**src/rtl/load_store_unit.sv**
```systemverilog
// Load/store unit: one aligned data-memory transaction per request
// on a word-wide req/gnt/rvalid bus, with load formatting and timeout.
module load_store_unit #(
    parameter int unsigned TIMEOUT_CYCLES = 16,
    parameter int unsigned CNT_WIDTH      = 8
) (
    input  logic        clk,
    input  logic        rst_n,
    input  logic        req_valid,
    output logic        req_ready,
    input  logic        req_read,
    input  logic        req_write,
    input  logic [2:0]  req_op,
    input  logic [31:0] req_addr,
    input  logic [31:0] req_wdata,
    output logic        resp_valid,
    output logic [31:0] resp_rdata,
    output logic        resp_err,
    output logic        mem_req,
    output logic        mem_we,
    output logic [31:0] mem_addr,
    output logic [3:0]  mem_be,
    output logic [31:0] mem_wdata,
    input  logic        mem_gnt,
    input  logic        mem_rvalid,
    input  logic [31:0] mem_rdata
);

    typedef enum logic [1:0] {IDLE, REQ, WAIT_R, RESP} state_e;

    localparam logic [CNT_WIDTH-1:0] TO = CNT_WIDTH'(TIMEOUT_CYCLES);

    state_e                state_q, state_d;
    logic [31:0]           addr_q, wdata_q, rdata_q, rdata_d;
    logic [2:0]            op_q;
    logic                  we_q, err_q, err_d;
    logic [CNT_WIDTH-1:0]  cnt_q, cnt_d, cnt_inc;
    logic                  accept, bad, expire;
    logic [1:0]            off;
    logic [31:0]           shifted, fmt;
    logic [3:0]            be_f;
    logic [31:0]           wd_f;

    assign accept  = req_valid && (state_q == IDLE);
    assign off     = addr_q[1:0];
    assign cnt_inc = cnt_q + 1'b1;
    assign expire  = (TIMEOUT_CYCLES != 0) && (cnt_inc == TO);

    always_comb begin
        bad = 1'b0;
        if (req_read == req_write) begin
            bad = 1'b1;
        end else if (req_read) begin
            bad = (req_op == 3'b011) || (req_op[2:1] == 2'b11);
        end else begin
            bad = (req_op[2] == 1'b1) || (req_op[1:0] == 2'b11);
        end
        if (req_op[1:0] == 2'b01 && req_addr[0])
            bad = 1'b1;
        if (req_op[1:0] == 2'b10 && req_addr[1:0] != 2'b00)
            bad = 1'b1;
    end

    // State register
    always_ff @(posedge clk or negedge rst_n) begin
        if (!rst_n) state_q <= IDLE;
        else        state_q <= state_d;
    end

    // Next state; a gnt/rvalid in the expiry cycle wins over the timeout
    always_comb begin
        state_d = state_q;
        case (state_q)
            IDLE:   if (accept) state_d = bad ? RESP : REQ;
            REQ: begin
                if (mem_gnt)     state_d = we_q ? RESP : WAIT_R;
                else if (expire) state_d = RESP;
            end
            WAIT_R: if (mem_rvalid || expire) state_d = RESP;
            RESP:   state_d = IDLE;
            default: state_d = IDLE;
        endcase
    end

    always_comb begin
        be_f = 4'b1111;
        wd_f = wdata_q;
        case (op_q[1:0])
            2'b00: begin
                be_f = 4'b0001 << off;
                wd_f = {4{wdata_q[7:0]}};
            end
            2'b01: begin
                be_f = 4'b0011 << off;
                wd_f = {2{wdata_q[15:0]}};
            end
            default: ;
        endcase
    end

    // Outputs
    always_comb begin
        req_ready  = (state_q == IDLE);
        resp_valid = (state_q == RESP);
        mem_req    = (state_q == REQ);
        mem_we     = mem_req && we_q;
        mem_addr   = mem_req ? {addr_q[31:2], 2'b00} : 32'h0;
        mem_be     = mem_req ? be_f : 4'h0;
        mem_wdata  = mem_we ? wd_f : 32'h0;
        resp_rdata = rdata_q;
        resp_err   = err_q;
    end

    always_comb begin
        shifted = mem_rdata >> {off, 3'b000};
        case (op_q)
            3'b000:  fmt = {{24{shifted[7]}}, shifted[7:0]};
            3'b100:  fmt = {24'h0, shifted[7:0]};
            3'b001:  fmt = {{16{shifted[15]}}, shifted[15:0]};
            3'b101:  fmt = {16'h0, shifted[15:0]};
            default: fmt = shifted;
        endcase
    end

    always_comb begin
        cnt_d   = cnt_q;
        err_d   = err_q;
        rdata_d = rdata_q;
        case (state_q)
            IDLE: begin
                cnt_d = '0;
                if (accept && bad) begin
                    err_d   = 1'b1;
                    rdata_d = 32'h0;
                end
            end
            REQ: begin
                cnt_d = mem_gnt ? '0 : cnt_inc;
                if (mem_gnt && we_q) begin
                    err_d   = 1'b0;
                    rdata_d = 32'h0;
                end else if (!mem_gnt && expire) begin
                    err_d   = 1'b1;
                    rdata_d = 32'h0;
                end
            end
            WAIT_R: begin
                cnt_d = cnt_inc;
                if (mem_rvalid) begin
                    err_d   = 1'b0;
                    rdata_d = fmt;
                end else if (expire) begin
                    err_d   = 1'b1;
                    rdata_d = 32'h0;
                end
            end
            default: cnt_d = '0;
        endcase
    end

    always_ff @(posedge clk or negedge rst_n) begin
        if (!rst_n) begin
            addr_q  <= 32'h0;
            wdata_q <= 32'h0;
            op_q    <= 3'b000;
            we_q    <= 1'b0;
            cnt_q   <= '0;
            err_q   <= 1'b0;
            rdata_q <= 32'h0;
        end else begin
            cnt_q   <= cnt_d;
            err_q   <= err_d;
            rdata_q <= rdata_d;
            if (accept) begin
                addr_q  <= req_addr;
                wdata_q <= req_wdata;
                op_q    <= req_op;
                we_q    <= req_write;
            end
        end
    end

endmodule
```
**config.mk**
```make
export PLATFORM = sky130hd
export DESIGN_NAME = load_store_unit
export DESIGN_NICKNAME = d
export VERILOG_FILES = /design/src/rtl/load_store_unit.sv
export SDC_FILE = /design/constraint.sdc
export NUM_CORES = 1
export LEC_CHECK = 0
export ABC_AREA = 1
export BUFFER_PORTS_ARGS = -buffer_cell sky130_fd_sc_hd__buf_4
export CAP_MARGIN = 5
export CORE_MARGIN = 10
export CORE_UTILIZATION = 25
export DETAILED_ROUTE_END_ITERATION = 16
export GPL_ROUTABILITY_DRIVEN = 0
export PLACE_DENSITY_LB_ADDON = 0.12
export SLEW_MARGIN = 20
export SYNTH_ARGS = -nofsm -noshare
export SYNTH_HDL_FRONTEND = slang
export SYNTH_SLANG_ARGS = --single-unit
```
**constraint.sdc**
```tcl
create_clock -name clk -period 2.39 [get_ports clk]
set_input_delay 0.1195 -clock clk [delete_from_list [all_inputs] [get_ports clk]]
set_output_delay 0.1195 -clock clk [all_outputs]
set_load 0.05 [all_outputs]
```
==> run metrics, run 1 <==
status=completed; met2 GRT Util=about 22%; layout cells sized above 1=around a third; distinct cell type count after synthesis=34; vias after detailed routing=between 5000 and 6000; CTS Buffer Depth=2; FMAX=0.454 GHz; first-pass GRT wire length=34800 um; mean number of vias per cell=4.37; Simple-Gate Fraction of Synth Area=between 20 and 25%; warnings from Yosys=0; vias in the first global route=5995; Setup Viol. Count Final=0; Mapped Area=0.00601 mm2; XOR/XNOR Fraction of Synth Area=0%; DRC=0; antenna violations before repair=0; Routed WL=~22000 um; path type of the worst min-delay path=in2reg; antenna-violating nets left=0; P_sw=6090 uW; Compound-Gate Fraction of Synth Area=10.4%; Syn Inst Count=747; Initial DRC Count=380; H-tree Lvls=3; Hold Fails Final Rpt=0; core area=approximately 0.024 mm2; MaxCap Viol Count=0; crit share post-route=just over 90%; met1 Track Usage GR=18.3%; clk slew on worst S/H paths=0.08 ns; fin area=0.00897 mm2; mux contribution to synthesized area=10.1%; Clk pwr share=12.6%; chip height=about 180 um; CP Capture Type=output port; hold_ws=0.0180 ns; type of origin of the critical path=register; Die Footprint=0.0306 mm2; adder-cell share of the synthesized area=1.25%; routed len/inst=16.4 um; switching share of power=51.2%; most frequent cells in the layout=buf_4, nand2_1, dfrtp_1; IO Pins=211; Mean Syn Cell Area=8.05 um2; Chip Width=about 180 um; placed inst area=0.00806 mm2; Max Fanout on Critical Path=17; worst skew pair latency=0.36 ns; register area=0.00278 mm2; Root Driver=clkbuf_16; largest net degree at the start of global routing=45; I/O Buffers=208; number of iterations in the first detailed-routing pass=5; Rows=56; footprint of the multi-input gates=0.00277 mm2; met3 Use GR=5.67%; RSZ-0062 raised after global routing=yes; Arrival @ worst endpoint=2.08 ns; most common cell after layout, fill and taps aside=buf_4; Layout area overhead=49.2%; CTS tree=built; Layout fillers=approximately 2500; CTS sink cnt=111; total grt overflow=0; # diodes=0; Seq cells post-synth=111; WP data required=2.27 ns; largest family of logic cells by synthesized area=simple AND/OR/NAND/NOR gates; Slew HR=56.3%; Period minus WS final=~2.2 ns; Least-Margin Pin Slew=roughly 0.65 ns; Final Max Slew Viols=0; Seq pwr share=27.0%; share of total power in combinational logic=around three fifths; total CTS buffers=9; TNS Setup=0 ns; worst setup path category=reg2out; dpl hpwl=16500 um; pwr dens=around 1300 mW/mm2; most used routing layer=met2; internal power=a little under 6000 uW; GR Util All Layers=14.2%; maximum vdd ir drop=580 uV; Initial Util=25.5%; Layout Nets=1124; Seq/Total Area, Yosys=about 46%; clock skew after layout=0.00935 ns; Pleak=between 0.004 and 0.005 uW
==> repair_timing <==
| action | in CTS | in global routing |
|---|---|---|
| setup buffers | 0 | 1 |
| pin swaps | 0 | 1 |
| gates resized for setup | 1 | 2 |
| endpoints found under the hold margin | 90 | 0 |
| setup endpoints to repair | 14 | 33 |
| hold buffers | 61 | 0 |
==> synthesized netlist by cell type <==
library cell	n	area, um2
or2_1	1	6.26
clkbuf_1	22	82.6
clkinv_1	3	11.3
nor3_1	2	10.0
a31oi_1	7	43.8
clkinv_2	1	5.00
o211ai_1	1	7.51
buf_4	2	15.0
inv_2	3	11.3
o21ai_2	1	8.76
nand3_4	1	17.5
o22ai_1	8	50.1
nand3b_1	1	7.51
nand2_1	185	694
o21ai_1	3	15.0
nand3_1	57	285
nor2_4	1	11.3
o21ai_0	48	240
nand2b_1	1	6.26
nand3_2	2	20.0
ha_1	6	75.1
nor2_1	74	278
inv_1	74	278
buf_6	6	67.6
mux2_2	54	608
a21oi_4	1	16.3
nand2_2	6	37.5
dfrtp_1	111	2780
a21oi_1	47	235
conb_1	1	3.75
o21bai_1	1	7.51
buf_2	8	40.0
buf_1	5	18.8
nand4_1	3	18.8
==> worst max-delay path, cell delays in order, from the launching register on <==
cell and delay (ns):
dfrtp_1 0.40, inv_1 0.12, ha_2 0.20, nand2_1 0.12
clkinvlp_4 0.24, o21ai_0 0.28, nor2_4 0.16, buf_4 0.21
==> kinds of logic after synthesis <==
group,count (synthesis)
multiplexers,54
buffers and inverters,124
AND/OR/NAND/NOR,334
flip-flops,111
adder cells (fa/ha/maj),6
AO/OA/AOI/OAI,117
other,1
==> stage by stage <==
step                      setup slack, ns  std cells  total power [uW]  util [%]
after floorplan                    -0.154        748              8200         -
after global placement              0.294       1258             10400      34.2
after detailed placement            0.221       1258             10400      34.2
after CTS                          0.0699       1334             12100      38.0
after global routing              -0.0201       1335             12800      38.1
final                               0.187       1335             11900      38.1
==> area by class of cell <==
class	count	share of cell area, %
inverter	81	3.49
multi-input combinational	513	30.9
clock buffer	9	2.51
tap	319	4.45
clock inverter	6	0.628
timing repair buffer	296	27.0
sequential	111	31.0
==> worst paths after layout <==
kind,start,to,slack (ns),depth (start not counted)
min reg2reg,resp_rdata[2]$_DFFE_PN0P_,resp_rdata[2]$_DFFE_PN0P_,0.47,2
min in group asynchronous,rst_n,resp_rdata[24]$_DFFE_PN0P_,0.26,2
max reg2reg,cnt_q[0]$_DFF_PN0_,resp_rdata[8]$_DFFE_PN0P_,0.29,12
max in group asynchronous,rst_n,resp_rdata[10]$_DFFE_PN0P_,1.34,3
max,state_q[1]$_DFFE_PN0P_,mem_wdata[30],0.19,7
min,req_wdata[1],wdata_q[1]$_DFFE_PN0P_,0.02,3
==> layer usage <==
metal,up-vias,routed length [um]
met3,9,1870
met4,0,200
li1,2928,-
met1,2713,9960
met2,183,9920
met5,-,0
==> sequential cells by signal (all words and copies together), names as in the netlist <==
name and flops:
resp_rdata 32, addr_q 32, state_q 2, we_q 1
op_q 3, resp_err 1, cnt_q 8, wdata_q 32
==> power groups by stage <==
stage | registers, uW | clock network, uW | logic, uW
2_1_floorplan | 3970 | 0 | 4230
4_1_cts | 3210 | 1570 | 7310
6_report | 3210 | 1500 | 7180
3_3_place_gp | 3250 | 0 | 7180
5_1_grt | 3330 | 1640 | 7820
3_5_place_dp | 3240 | 0 | 7210
Note: power is estimated with default switching activity, not from simulation.
==> run 2, diff against run 1 <==
--- a/config.mk
+++ b/config.mk
@@ -8,6 +8,8 @@
 export ABC_AREA = 1
 export BUFFER_PORTS_ARGS = -buffer_cell sky130_fd_sc_hd__buf_4
 export CAP_MARGIN = 5
+export CELL_PAD_IN_SITES_DETAIL_PLACEMENT = 0
+export CELL_PAD_IN_SITES_GLOBAL_PLACEMENT = 1
 export CORE_MARGIN = 10
 export CORE_UTILIZATION = 25
 export DETAILED_ROUTE_END_ITERATION = 16
==> run metrics, run 2 (same netlist as run 1, synthesis figures left out) <==
core area=0.0235 mm2 (unchanged); I/O Buffers=208 (unchanged); CTS sink cnt=111 (unchanged); Period minus WS final=2.21 ns (was 2.20 ns); H-tree Lvls=3 (unchanged); Pleak=0.00468 uW (about the same); CP max stage delay=0.37 ns (was 0.40 ns); MaxCap Viol Count=0 (unchanged); routed len/inst=17.0 um (was 16.4 um); Rows=56 (unchanged); Chip Width=175 um (unchanged); maximum vdd ir drop=556 uV (was 580 uV); path type of the worst min-delay path=in2reg (unchanged); total CTS buffers=9 (unchanged); Bufs and invs on worst path=3 (unchanged); CP Capture Type=output port (unchanged); mean number of vias per cell=4.38 (was 4.37); worst setup path category=reg2out (unchanged); dpl hpwl=16700 um (was 16500 um); Die Footprint=0.0306 mm2 (unchanged); Root Driver=clkbuf_16 (unchanged); antenna-violating nets left=0 (unchanged); first-pass GRT wire length=35200 um (was 34800 um); Arrival @ worst endpoint=2.09 ns (was 2.08 ns); Layout area overhead=49.3% (was 49.2%); chip height=175 um (unchanged); GR Util All Layers=14.4% (was 14.2%); RSZ-0062 raised after global routing=no (was yes); critical path, cell by cell=clkinv_2, nand2_2, clkinvlp_4, nor2_1, nor2_4, buf_4 (was inv_1, ha_2, nand2_1, clkinvlp_4, o21ai_0, nor2_4, buf_4); Initial DRC Count=279 (was 380); Initial Util=25.5% (unchanged); post-layout util=38.1% (about the same); CTS Buffer Depth=2 (unchanged); type of origin of the critical path=register (unchanged); layout cells sized above 1=32.5% (was 33.0%); Pwr Total=12100 uW (was 11900 uW); status=completed (unchanged); pwr dens=1350 mW/mm2 (was 1320 mW/mm2); total grt overflow=0 (unchanged); Routed WL=22600 um (was 22000 um); clock skew after layout=0.00880 ns (was 0.00935 ns); Layout Nets=1118 (was 1124); FMAX=0.453 GHz (was 0.454 GHz); IO Pins=211 (unchanged); critical path's top delay family=buffers and inverters (unchanged); Final Max Slew Viols=0 (unchanged); CTS tree=built (unchanged); DRC=0 (unchanged); largest net degree at the start of global routing=57 (was 45); Max Fanout on Critical Path=16 (was 17); Setup Viol. Count Final=0 (unchanged); Critical-path top delay cell=dfrtp_1 (unchanged); most common cell after layout, fill and taps aside=buf_4 (unchanged); clk slew on worst S/H paths=0.08 ns (about the same); vias after detailed routing=5827 (was 5833); antenna violations before repair=1 (was 0); crit share post-route=92.4% (was 92.2%); number of iterations in the first detailed-routing pass=5 (unchanged); worst skew pair latency=0.36 ns (about the same); vias in the first global route=6135 (was 5995); most frequent cells in the layout=buf_4, nand2_1, dfrtp_1 (unchanged); WP data required=2.27 ns (about the same); Hold Fails Final Rpt=0 (unchanged)
[run 2: routing by layer]
metal	routed length [um]	GRT usage (%)	vias to the layer above
li1	-	-	2915
met1	10400	19.0	2716
met2	9820	21.6	184
met3	2110	6.10	12
met4	242	2.97	0
met5	0	0	-
[run 2: metrics by stage]
| step | hold WS (ns) | cell area (um2) | worst slack, ns | TNS (ns) | std cells |
|---|---|---|---|---|---|
| after detailed placement | 0.0868 | 8000 | 0.190 | 0 | 1250 |
| after CTS | 0.0125 | 8920 | 0.0276 | 0 | 1328 |
| after global placement | 0.0922 | 8000 | 0.192 | 0 | 1250 |
| after global routing | 0.0251 | 8970 | 0.00283 | 0 | 1331 |
| after floorplan | -0.176 | 6070 | -0.154 | -0.308 | 748 |
| final | 0.0237 | 8970 | 0.182 | 0 | 1331 |
[run 2: repair_timing]
action	4_1_cts	5_1_grt
endpoints found under the hold margin	86	0
setup endpoints to repair	10	41
hold buffers	62	0
setup buffers	0	1
pin swaps	0	1
resized for setup	1	5
cloned	0	1
[run 2: final timing paths]
| path | start | endpoint | slack, ns | cells past startpoint |
|---|---|---|---|---|
| max in group asynchronous | rst_n | wdata_q[23]$_DFFE_PN0P_ | 1.42 | 3 |
| setup / recovery | op_q[1]$_DFFE_PN0P_ | mem_wdata[14] | 0.18 | 6 |
| hold / removal | req_wdata[7] | wdata_q[7]$_DFFE_PN0P_ | 0.02 | 3 |
| hold reg to reg | resp_rdata[3]$_DFFE_PN0P_ | resp_rdata[3]$_DFFE_PN0P_ | 0.47 | 2 |
| min in group asynchronous | rst_n | addr_q[27]$_DFFE_PN0P_ | 0.22 | 2 |
| setup reg to reg | cnt_q[0]$_DFF_PN0_ | resp_rdata[27]$_DFFE_PN0P_ | 0.19 | 12 |
[run 2: layout make-up]
cell class                      instances  area, um2
Fill cell                            2507      14600
Multi-Input combinational cell        514       2790
Sequential cell                       111       2780
Timing Repair Buffer                  289       2390
Tap cell                              319        399
Inverter                               81        313
Clock buffer                            9        225
Clock inverter                          7       72.6
Antenna cell                            1       2.50
[run 2: worst reg2reg max path: cells and delay by family (launching register included)]
family                     cells  cell delay (ns)
and+or+nand+nor               10             1.33
DFF                            1             0.44
buffers and inverters          1             0.06
adders and majority gates      1             0.27
[run 2: report_power, final]
group	switching [uW]	internal, uW	total [uW]
Clock	822	747	1570
Combinational	4910	2370	7280
Sequential	501	2730	3230
Total	6230	5850	12100
